===== config.mk =====
export PLATFORM = sky130hd
export DESIGN_NAME = ext_interrupt_ctrl
export DESIGN_NICKNAME = d
export VERILOG_FILES = /design/src/rtl/ext_interrupt_ctrl.sv
export SDC_FILE = /design/constraint.sdc
export NUM_CORES = 1
export LEC_CHECK = 0
export CORE_UTILIZATION = 33
export DETAILED_ROUTE_END_ITERATION = 6
export PLACE_DENSITY = 0.84
export SLEW_MARGIN = 20
export SYNTH_ARGS = -nofsm -noshare
export SYNTH_HDL_FRONTEND = slang
export SYNTH_SLANG_ARGS = --single-unit

===== constraint.sdc =====
create_clock -name Sys_Clock -period 2.4 [get_ports Sys_Clock]
set_input_delay 0.72 -clock Sys_Clock [delete_from_list [all_inputs] [get_ports Sys_Clock]]
set_output_delay 0.72 -clock Sys_Clock [all_outputs]
set_load 0.05 [all_outputs]

===== src/rtl/ext_interrupt_ctrl.sv =====
// ext_interrupt_ctrl
//   Two-source external interrupt controller with a 4-word register window.
//   Each IRQ_In line is synchronised, rising edges latch a pending bit, and
//   masked-in pending sources are offered to the core one at a time through
//   a request/acknowledge pair. Source 0 has priority over source 1.
//
// Parameters
//   BASE_ADDR   word-address bits [29:2] of the register window
//   SYNC_STAGES input synchroniser depth (2..3)
//
// Optional feature
//   EIC_SWTRIG_EN  when defined, word 3 (SWSET) sets pending bits for each
//                  written 1 in [1:0]; when undefined, word 3 is inert.
//
// Ports
//   Sys_Clock   in   sole clock, rising edge
//   Sys_Reset   in   synchronous active-high reset
//   IRQ_In      in   [1:0] asynchronous interrupt lines, rising-edge triggered
//   EIC_IntReq  out  interrupt request to the core
//   EIC_IntId   out  ID of the requested source
//   EIC_IntAck  in   one-cycle acknowledge from the core
//   IO_EnR      in   read strobe
//   IO_EnW      in   write strobe
//   IO_Address  in   [29:0] word address
//   IO_DataW    in   [31:0] write data
//   IO_DataR    out  [31:0] read data, registered, 0 when no read last cycle
//
// Register map (word offset)
//   0 STATUS RO  [1:0] pending, [3:2] synchronised levels, [5:4] FSM state
//   1 MASK   RW  [1:0]
//   2 PCLR   W1C pending bits
//   3 SWSET  W1S pending bits (EIC_SWTRIG_EN only), reads 0
//
// Request/acknowledge handshake: EIC_IntReq acts as "valid" and EIC_IntAck as
// "ready". Once EIC_IntReq rises, it and EIC_IntId stay stable until the
// cycle in which EIC_IntAck is high; the transfer completes on that edge.
// EIC_IntAck outside an active request is ignored.

module ext_interrupt_ctrl #(
  parameter logic [27:0] BASE_ADDR   = 28'h000_0100,
  parameter int          SYNC_STAGES = 2
) (
  input  logic        Sys_Clock,
  input  logic        Sys_Reset,
  input  logic [1:0]  IRQ_In,
  output logic        EIC_IntReq,
  output logic        EIC_IntId,
  input  logic        EIC_IntAck,
  input  logic        IO_EnR,
  input  logic        IO_EnW,
  input  logic [29:0] IO_Address,
  input  logic [31:0] IO_DataW,
  output logic [31:0] IO_DataR
);

  typedef enum logic [1:0] {
    IDLE = 2'b00,
    REQ  = 2'b01,
    GAP  = 2'b10
  } stateType;

  // The synchroniser and edge history both restart from 0 at reset, so edges
  // are only trusted once the chain and the history flop hold real samples.
  // That keeps a line that is already high at reset release from looking
  // like a fresh rising edge.
  localparam logic [2:0] FILL_DONE = 3'(SYNC_STAGES + 1);

  stateType    state;
  logic [1:0]  syncStage [SYNC_STAGES];
  logic [1:0]  syncLvl;
  logic [1:0]  irqPrev;
  logic [2:0]  fillCnt;
  logic        fillDone;
  logic [1:0]  irqEdge;
  logic [1:0]  pend;
  logic [1:0]  pendNext;
  logic [1:0]  mask;
  logic [1:0]  eligible;
  logic        inWindow;
  logic [1:0]  wordSel;
  logic        wrEn;
  logic        rdEn;
  logic [1:0]  pclrBits;
  logic [1:0]  swSetBits;
  logic [1:0]  ackClr;
  logic [31:0] readData;
  logic        unusedDataBits;

  assign syncLvl  = syncStage[SYNC_STAGES-1];
  assign fillDone = (fillCnt == FILL_DONE);
  assign irqEdge  = fillDone ? (syncLvl & ~irqPrev) : 2'b00;

  assign inWindow = (IO_Address[29:2] == BASE_ADDR);
  assign wordSel  = IO_Address[1:0];
  assign wrEn     = IO_EnW & inWindow;
  assign rdEn     = IO_EnR & inWindow;
  assign pclrBits = (wrEn && wordSel == 2'd2) ? IO_DataW[1:0] : 2'b00;

`ifdef EIC_SWTRIG_EN
  assign swSetBits = (wrEn && wordSel == 2'd3) ? IO_DataW[1:0] : 2'b00;
`else
  assign swSetBits = 2'b00;
`endif

  assign unusedDataBits = ^IO_DataW[31:2];

  // Acknowledge clears the source that was actually requested, which may no
  // longer be eligible by then.
  assign ackClr = (state == REQ && EIC_IntAck) ? (EIC_IntId ? 2'b10 : 2'b01) : 2'b00;

  // Set sources win over clear sources on the same bit; an edge on a source
  // that is already pending simply leaves it pending.
  assign pendNext = (pend & ~(pclrBits | ackClr)) | irqEdge | swSetBits;
  assign eligible = pend & mask;

  always_comb begin
    readData = 32'd0;
    case (wordSel)
      2'd0:    readData = {26'd0, state, syncLvl, pend};
      2'd1:    readData = {30'd0, mask};
      default: readData = 32'd0;
    endcase
  end

  // Input synchroniser, edge history and fill tracking.
  always_ff @(posedge Sys_Clock) begin
    if (Sys_Reset) begin
      for (int k = 0; k < SYNC_STAGES; k++) syncStage[k] <= 2'b00;
      irqPrev <= 2'b00;
      fillCnt <= 3'd0;
    end else begin
      syncStage[0] <= IRQ_In;
      for (int k = 1; k < SYNC_STAGES; k++) syncStage[k] <= syncStage[k-1];
      irqPrev <= syncLvl;
      if (!fillDone) fillCnt <= fillCnt + 3'd1;
    end
  end

  // Register file and read port.
  always_ff @(posedge Sys_Clock) begin
    if (Sys_Reset) begin
      pend     <= 2'b00;
      mask     <= 2'b00;
      IO_DataR <= 32'd0;
    end else begin
      pend     <= pendNext;
      if (wrEn && wordSel == 2'd1) mask <= IO_DataW[1:0];
      IO_DataR <= rdEn ? readData : 32'd0;
    end
  end

  // Request FSM with registered request outputs.
  always_ff @(posedge Sys_Clock) begin
    if (Sys_Reset) begin
      state      <= IDLE;
      EIC_IntReq <= 1'b0;
      EIC_IntId  <= 1'b0;
    end else begin
      case (state)
        IDLE: begin
          if (eligible != 2'b00) begin
            state      <= REQ;
            EIC_IntReq <= 1'b1;
            EIC_IntId  <= ~eligible[0];
          end
        end
        REQ: begin
          if (EIC_IntAck) begin
            state      <= GAP;
            EIC_IntReq <= 1'b0;
          end
        end
        GAP: begin
          state <= IDLE;
        end
        default: begin
          state      <= IDLE;
          EIC_IntReq <= 1'b0;
        end
      endcase
    end
  end

endmodule

=== After elaboration in Yosys (flattened, before gate mapping) ===
Memories as Yosys holds them, arrays and structs flattened.
Cells that the tools add are included.

* $add $sub $neg: 1
* Equality and inequality tests: 8
* Multiplexer cells: 16
* Bitwise gates (word level): 14
* Reduce and logical (&&, ||, !) cells: 10

{| class="wikitable"
|+ Operators with widths
! cell !! count
|-
| $eq 28x9->1 const B || 1
|-
| $mux 2 || 8
|-
| $pmux 6 s2 || 1
|-
| $and 2x2->2 || 3
|-
| $mux 1 || 5
|-
| $eq 2x1->1 const B || 2
|-
| $eq 2x2->1 const B || 2
|-
| $logic_not 2->1 || 2
|-
| $ne 2x2->1 const B || 2
|-
| $not 2->2 || 2
|-
| $or 2x2->2 || 2
|-
| $pmux 2 s2 || 1
|-
| $reduce_and 2->1 || 2
|-
| $add 3x1->3 const B || 1
|-
| $eq 3x2->1 const B || 1
|-
| $logic_and 1x1->1 || 3
|-
| $not 1->1 || 3
|-
| $pmux 1 s3 || 1
|-
| $reduce_and 3->1 || 1
|-
| $and 1x1->1 || 2
|-
| $or 1x1->1 || 2
|-
| $reduce_bool 2->1 || 1
|-
| $reduce_or 2->1 || 1
|}

* Flip-flop bits (word level): 45
* RAM bits: 4
* Input bits: 69
* Output and inout port bits: 34
* Logic and storage cells: 58
* Memories: 1

{| class="wikitable"
|+ Memories
! memory !! depth !! width !! read ports !! clocked after memory_dff !! write ports !! line !! text
|-
| syncStage || 2 || 2 || 2 || 0 || 2 || 69 || <nowiki>logic [1:0] syncStage [SYNC_STAGES];</nowiki>
|}

=== Longest topological paths before layout ===
Gate-level depths: netlist of run 1.

* Depth in word-level cells: 8
* Gate-level depth with buffers: 6
* Depth with buffers taken out: 5

=== Worst setup path before layout of run 1 ===
OpenSTA, ideal clock, no wires.

* Kind: input -> register
* Start point: input IO_Address[4]
* End point: register IO_DataR[2]
* Setup time: 59 ps
* Arrival: 1631 ps
* Required time: 2341 ps
* Setup slack: 710 ps
* Cell stages on the path: 4
* Buffers on the path: 0
* Path through: nor4_2 -> nand4_2 -> nor4_2 -> and2_1

* Word-level cells in the longest chain between the ends: 4

{| class="wikitable"
|+ Ends and longest elaborated chain
! element !! line !! text
|-
| from (decl) || 51 || <nowiki>input logic [29:0] IO_Address,</nowiki>
|-
| $eq 28x9->1 || 93 || <nowiki>assign inWindow = (IO_Address[29:2] == BASE_ADDR);</nowiki>
|-
| $and 1x1->1 || 96 || <nowiki>assign rdEn = IO_EnR & inWindow;</nowiki>
|-
| $not 1->1 (no line) || - ||
|-
| $reduce_or 2->1 (no line) || - ||
|-
| to (signal assigned) || 148 || <nowiki>IO_DataR <= rdEn ? readData : 32'd0;</nowiki>
|-
| to (decl) || 53 || <nowiki>output logic [31:0] IO_DataR</nowiki>
|}

Every way passes these cells.
A chain may end at the register's enable or synchronous reset.

=== Final worst setup path of run 1 ===
* Start point: register EIC_IntId
* End point: output EIC_IntId

{| class="wikitable"
|+ RTL lines
! element !! line !! text
|-
| from (decl) || 47 || <nowiki>output logic EIC_IntId,</nowiki>
|-
| from (signal assigned) || 164 || <nowiki>EIC_IntId <= ~eligible[0];</nowiki>
|}

No word-level cell between the ends.

==> summary.txt, run 1 <==
Synth
  • Top-count cell post-synth: buf_4
  • Ys Warns: 0
  • Simple-gate share of the synthesized area: 27.5%
  • Synth Flop Type: dfxtp_1
  • Mux contribution to synthesized area: 5.16%
  • Largest family of logic cells by synthesized area: simple AND/OR/NAND/NOR gates
  • Synth cell count leaders: buf_4, dfxtp_1, nor2_1
  • Async S/R FF share, synth: 0%
  • Xor/xnor share of the synthesized area: 0.753%
  • Synth Area in Adders: ~2.2%
  • Leading area contributor after synthesis: dfxtp_1
  • Cells after Synth: 123
  • Ranking of synthesized cells by area: dfxtp_1, buf_4, mux2i_1
  • Post-synth top area share: 39.6%
  • Area fraction in compound gates after synthesis: 6.13%
  • Yosys cell types: 29
  • Seq/Total Area, Yosys: between 30% and 40%
  • Seq cells post-synth: 23
  • Post-synth EDFFs: 0
  • Synth Cell Area: 0.00116 mm²
  • Syn Area/Cell: 9.46 µm²

GRT
  • Vias in the first global route: 832
  • Pin count of the biggest net entering global routing: 20
  • Total gr overflow: 0
  • Initial antenna violation count: 0
  • First-pass GRT wire length: around 3400 µm
  • Global-route usage over all layers: between 10% and 20%

Clock tree
  • Post-CTS Hold Buffers: 0
  • Worst skew pair latency: 300 ps
  • Number of buffers created by CTS: 3
  • Post-CTS setup buffer count: 0
  • Clock-pin slew on the worst setup and hold paths: 120 ps
  • Root buffer cell: clkbuf_4
  • Clk sinks: 23
  • Clk buf depth: 2
  • CTS tree: built
  • H-Tree Depth: 1
  • Post-cts sizing count: 0

Placement
  • Setup slack at placement: 106 ps
  • # port buffers: 46
  • Placed wire-length estimate: 1780 µm
  • Gpl congestion: between 0.7 and 0.8
  • Placed insts: 212
  • Area after DPL: between 0.0015 and 0.002 mm²

Finish
  • Layout Cells excl Fill: 216
  • Diodes inserted: 0
  • Design Area, Final: ~0.0016 mm²
  • Area delta synth->final: 37.8%
  • Share of cells above drive strength 1: between 7 and 8%
  • End-of-flow core utilization: 47.7%
  • Final #Nets: between 200 and 250

Setup path
  • CP startpoint kind: flop
  • Slowest-stage cell, CP: clkdlybuf4s50_1
  • Crit-path max cell delay: about 820 ps
  • Req. time, crit path: about 1700 ps
  • Crit-path cells: clkdlybuf4s50_1
  • Buf/Inv on CP: 1
  • Critical Path Sink Type: primary output
  • Max FO, Critical Path: 4
  • WP data arrival: around 1500 ps
  • Largest delay share family, worst path: buffers and inverters
  • Crit path kind: flop to primary output

Routing
  • TritonRoute pass-1 iters: 3
  • Initial DRC count: 18
  • Post-route DRC: 0
  • Vias per cell: 4.13
  • DRT Wirelength: 2080 µm
  • Via Count: 892
  • Avg WL per Cell: between 9 and 10 µm
  • Post-route antenna net violation count: 0

Floorplan
  • Num rows: 21
  • Die height: 61.4 µm
  • Die footprint: 0.00377 mm²
  • # IOs: 103
  • Initial Util: 34.6%
  • Core box area: about 0.0034 mm²
  • Die width: 61.4 µm

STA
  • Slew HR: 65.8%
  • Setup Total Neg Slack: 0 ps
  • Final period util: 92.9%
  • Final setup violation count: 0
  • Final worst-path setup slack: 171 ps
  • RSZ-0062 raised after global routing: no
  • Slew @ Worst Pin: around 510 ps
  • Max frequency: between 400 and 500 MHz
  • Final hold violation count: 0
  • Final Max Tran Viols: 0
  • WHS: around 460 ps
  • Post-Route Skew: roughly 2.6 ps
  • Final min period: roughly 2200 ps

Pwr
  • P per Cell Area: 487 mW/mm²
  • Lkg Pwr: 0.615 nW
  • Pwr Total: about 0.78 mW
  • Peak VDD IR: 0.279 mV

Flow run
  • Maxcap violations: 0

Outcome
  • Status: complete, no violations

Hold path
  • Min-Delay Path Class: flop to flop
## state kept, by name, summed over array words and instances, names as in the netlist
register and cells:
syncStage 4, IO_DataR 6, fillCnt 3, pend 2, irqPrev 2, EIC_IntReq 1
EIC_IntId 1, mask 2, state 2
## power breakdown
part / total (mW) / switching [mW] / internal [mW]
Sequential: 0.404 / 0.00756 / 0.397
Combinational: 0.207 / 0.127 / 0.0796
Clock: 0.171 / 0.109 / 0.0621
## cells by family after synthesis
logic type / count (synthesis)
DFF: 23
other: 1
adders and majority gates: 2
and+or+nand+nor: 48
muxes: 6
AOI/OAI and AO/OA: 11
xor gates and xnor gates: 1
buffers and inverters: 31
## routing by layer
metal	GRT usage, %	up-vias	part of all wire, %
li1	-	463	-
met1	12.2	385	38
met2	24.2	44	52
met3	4.41	0	10
met4	1.90	0	0
met5	0	-	0
## path summary, 6_finish.rpt
check | from | to | slack [ps] | depth (start not counted)
setup / recovery | EIC_IntId | EIC_IntId | 170 | 1
hold / removal | syncStage[0][0] | syncStage[0][2] | 460 | 1
setup reg to reg | fillCnt[0] | pend[0] | 1070 | 5
hold reg to reg | syncStage[0][0] | syncStage[0][2] | 460 | 1
## cell type report
class / count / area [µm²]
flip-flops and latches: 23 / 460
multi-input cells: 94 / 583
well taps: 46 / 57.6
fillers: 334 / 1760
clock inverters: 1 / 5.00
clock buffers: 3 / 22.5
repair buffers: 47 / 468
inverters: 2 / 7.51
## cell usage in the layout (no fill, tap or decap), types with 3 or more instances in the layout
cell,netlist,routed
nor2_1,9,9
nor4_2,4,4
o21ai_0,3,3
nand2_1,6,6
nand2b_1,4,4
conb_1,1,26
nor4_1,3,3
clkdlybuf4s50_1,0,46
clkbuf_4,0,3
a21oi_1,3,3
nor2b_1,6,6
mux2i_1,6,6
nand3b_1,3,3
and2_1,4,4
dfxtp_1,23,23
Note: power is estimated with default switching activity, not from simulation.
==> run 2, diff against run 1 <==
--- a/config.mk
+++ b/config.mk
@@ -12,3 +12,4 @@
 export SYNTH_ARGS = -nofsm -noshare
 export SYNTH_HDL_FRONTEND = slang
 export SYNTH_SLANG_ARGS = --single-unit
+export TNS_END_PERCENT = 100
==> constraint.sdc (replaced) <==
create_clock -name Sys_Clock -period 2.4 [get_ports Sys_Clock]
set_input_delay 0.6 -clock Sys_Clock [delete_from_list [all_inputs] [get_ports Sys_Clock]]
set_output_delay 0.6 -clock Sys_Clock [all_outputs]
set_load 0.05 [all_outputs]
==> run 2 against run 1 <==
Register-to-register slack about the same. Sequential cell count stayed put. Combinational power about the same. Die area unchanged. Wire length decreased by 1.8%. Highest routed layer is now met4.
==> summary.txt, run 2 (synthesis results as in run 1) <==
Setup path
  • Req. time, crit path: 1800 ps (was 1680 ps)
  • Worst Setup SP: EIC_IntId (unchanged)
  • Slowest-stage cell, CP: clkdlybuf4s50_1 (unchanged)
  • WP data arrival: 1490 ps (was 1510 ps)
  • Crit path kind: flop to primary output (unchanged)
  • Crit-path max cell delay: 810 ps (was 820 ps)
  • R2R Path Start: fillCnt[0] (unchanged)
  • Critical Path Sink Type: primary output (unchanged)
  • Max FO, Critical Path: 4 (unchanged)
  • Crit-path cells: clkdlybuf4s50_1 (unchanged)
  • Largest delay share family, worst path: buffers and inverters (unchanged)
  • CP startpoint kind: flop (unchanged)
  • Buf/Inv on CP: 1 (unchanged)

Routing
  • Uppermost routed layer: met4 (was met3)
  • Initial DRC count: 19 (was 18)
  • Post-route antenna net violation count: 0 (unchanged)
  • DRT Wirelength: 2040 µm (was 2080 µm)
  • Vias per cell: 4.08 (was 4.13)
  • Metal2 WL: 985 µm (was 1080 µm)
  • Met3 wire length: 229 µm (was 211 µm)
  • Met1 Wirelength: 818 µm (was 793 µm)
  • Via Count: 882 (was 892)
  • Post-route DRC: 0 (unchanged)
  • TritonRoute pass-1 iters: 4 (was 3)
  • Avg WL per Cell: 9.46 µm (was 9.63 µm)

Hold path
  • Worst hold start: syncStage[0][0] (unchanged)
  • Min-Delay Path Class: flop to flop (unchanged)

Placement
  • Placed wire-length estimate: 1720 µm (was 1780 µm)
  • Area after DPL: 0.00158 mm² (unchanged)
  • # port buffers: 46 (unchanged)
  • Gpl congestion: 0.791 (was 0.798)

GRT
  • Global-route usage over all layers: 11.5% (was 12.2%)
  • Vias in the first global route: 782 (was 832)
  • Pin count of the biggest net entering global routing: 20 (unchanged)
  • Total gr overflow: 0 (unchanged)
  • Initial antenna violation count: 0 (unchanged)
  • First-pass GRT wire length: 3190 µm (was 3410 µm)

Clock tree
  • Worst skew pair latency: 310 ps (was 300 ps)
  • Post-CTS Hold Buffers: 0 (unchanged)
  • Number of buffers created by CTS: 3 (unchanged)
  • H-Tree Depth: 1 (unchanged)
  • Root buffer cell: clkbuf_4 (unchanged)
  • Post-cts sizing count: 0 (unchanged)
  • Clock-pin slew on the worst setup and hold paths: 110 ps (was 120 ps)
  • CTS tree: built (unchanged)
  • Post-CTS setup buffer count: 0 (unchanged)
  • Clk sinks: 23 (unchanged)
  • Clk buf depth: 2 (unchanged)

STA
  • RSZ-0062 raised after global routing: no (unchanged)
  • Slew HR: 66.3% (was 65.8%)
  • Max frequency: 477 MHz (was 449 MHz)
  • Final period util: 87.3% (was 92.9%)
  • Final hold violation count: 0 (unchanged)
  • Slew @ Worst Pin: 504 ps (was 512 ps)
  • Final min period: 2090 ps (was 2230 ps)
  • Final Max Tran Viols: 0 (unchanged)
  • Final setup violation count: 0 (unchanged)
  • Setup Total Neg Slack: 0 ps (unchanged)
  • Post-Route Skew: 9.85 ps (was 2.62 ps)

Finish
  • Area delta synth->final: 37.8% (unchanged)
  • Diodes inserted: 0 (unchanged)
  • Largest registers: IO_DataR: 6 flops, syncStage: 4 flops, fillCnt: 3 flops (unchanged)
  • Design Area, Final: 0.00160 mm² (unchanged)
  • Most frequent cells in the layout: clkdlybuf4s50_1, conb_1, dfxtp_1, nor2_1 (unchanged)
  • Share of cells above drive strength 1: 7.65% (unchanged)
  • Final #Nets: 242 (unchanged)
  • Max FFs per register: 6 (unchanged)
  • Commonest non-fill, non-tap cell in the layout: clkdlybuf4s50_1 (unchanged)
  • Biggest register: IO_DataR (unchanged)

Floorplan
  • Initial Util: 34.6% (unchanged)
  • Die height: 61.4 µm (unchanged)
  • Die footprint: 0.00377 mm² (unchanged)
  • # IOs: 103 (unchanged)
  • Num rows: 21 (unchanged)
  • Die width: 61.4 µm (unchanged)
  • Core box area: 0.00336 mm² (unchanged)

Outcome
  • Status: complete, no violations (unchanged)

Pwr
  • Lkg Pwr: 0.615 nW (unchanged)
  • Peak VDD IR: 0.368 mV (was 0.279 mV)
  • P per Cell Area: 490 mW/mm² (was 487 mW/mm²)

Flow run
  • Maxcap violations: 0 (unchanged)
## run 2: cell counts in the layout (fill, tap and decap cells not counted)
No cell type changed its count.
## run 2: path summary, 6_finish.rpt
check	slack [ps]	cells past startpoint	endpoint
worst min-delay path	450	1	syncStage[0][2]
worst max register to register	1080	5	pend[0]
worst max-delay path	310	1	EIC_IntId
worst min register to register	450	1	syncStage[0][2]
## run 2: area by class of cell
type,count,area (µm²)
clock buffer,3,22.5
tap,46,57.6
multi-input combinational,94,583
sequential,23,460
fill,343,1760
inverter,2,7.51
timing repair buffer,47,468
clock inverter,1,5.00
## run 2: worst register-to-register path, delay by kind of cell (launching register included)
kind | cells | cell delay, ps
flops | 1 | 360
simple gates | 1 | 140
compound gates | 2 | 330
fa+ha+maj | 2 | 440
## run 2: per-stage QoR
stage | power [mW] | setup WS, ps | cells | utilization, % | hold WS (ps)
finish | 0.785 | 306 | 216 | 47.7 | 449
CTS | 0.792 | 283 | 216 | 47.7 | 449
floorplan | 0.576 | 830 | 148 | - | 414
global route | 0.830 | 227 | 216 | 47.7 | 466
detailed placement | 0.622 | 208 | 212 | 46.9 | 420
global placement | 0.616 | 244 | 212 | 46.9 | 417
## run 2: layer usage
metal,up-vias,GRT usage [%]
met1,378,11.3
met5,-,0
met2,43,22.4
met3,2,4.41
met4,0,2.86
li1,459,-
## run 2: power by group
part	total, mW	internal, mW	switching [mW]	leakage (nW)
logic	0.209	0.0801	0.129	0.410
clock network	0.172	0.0622	0.110	0.0177
registers	0.404	0.397	0.00745	0.187
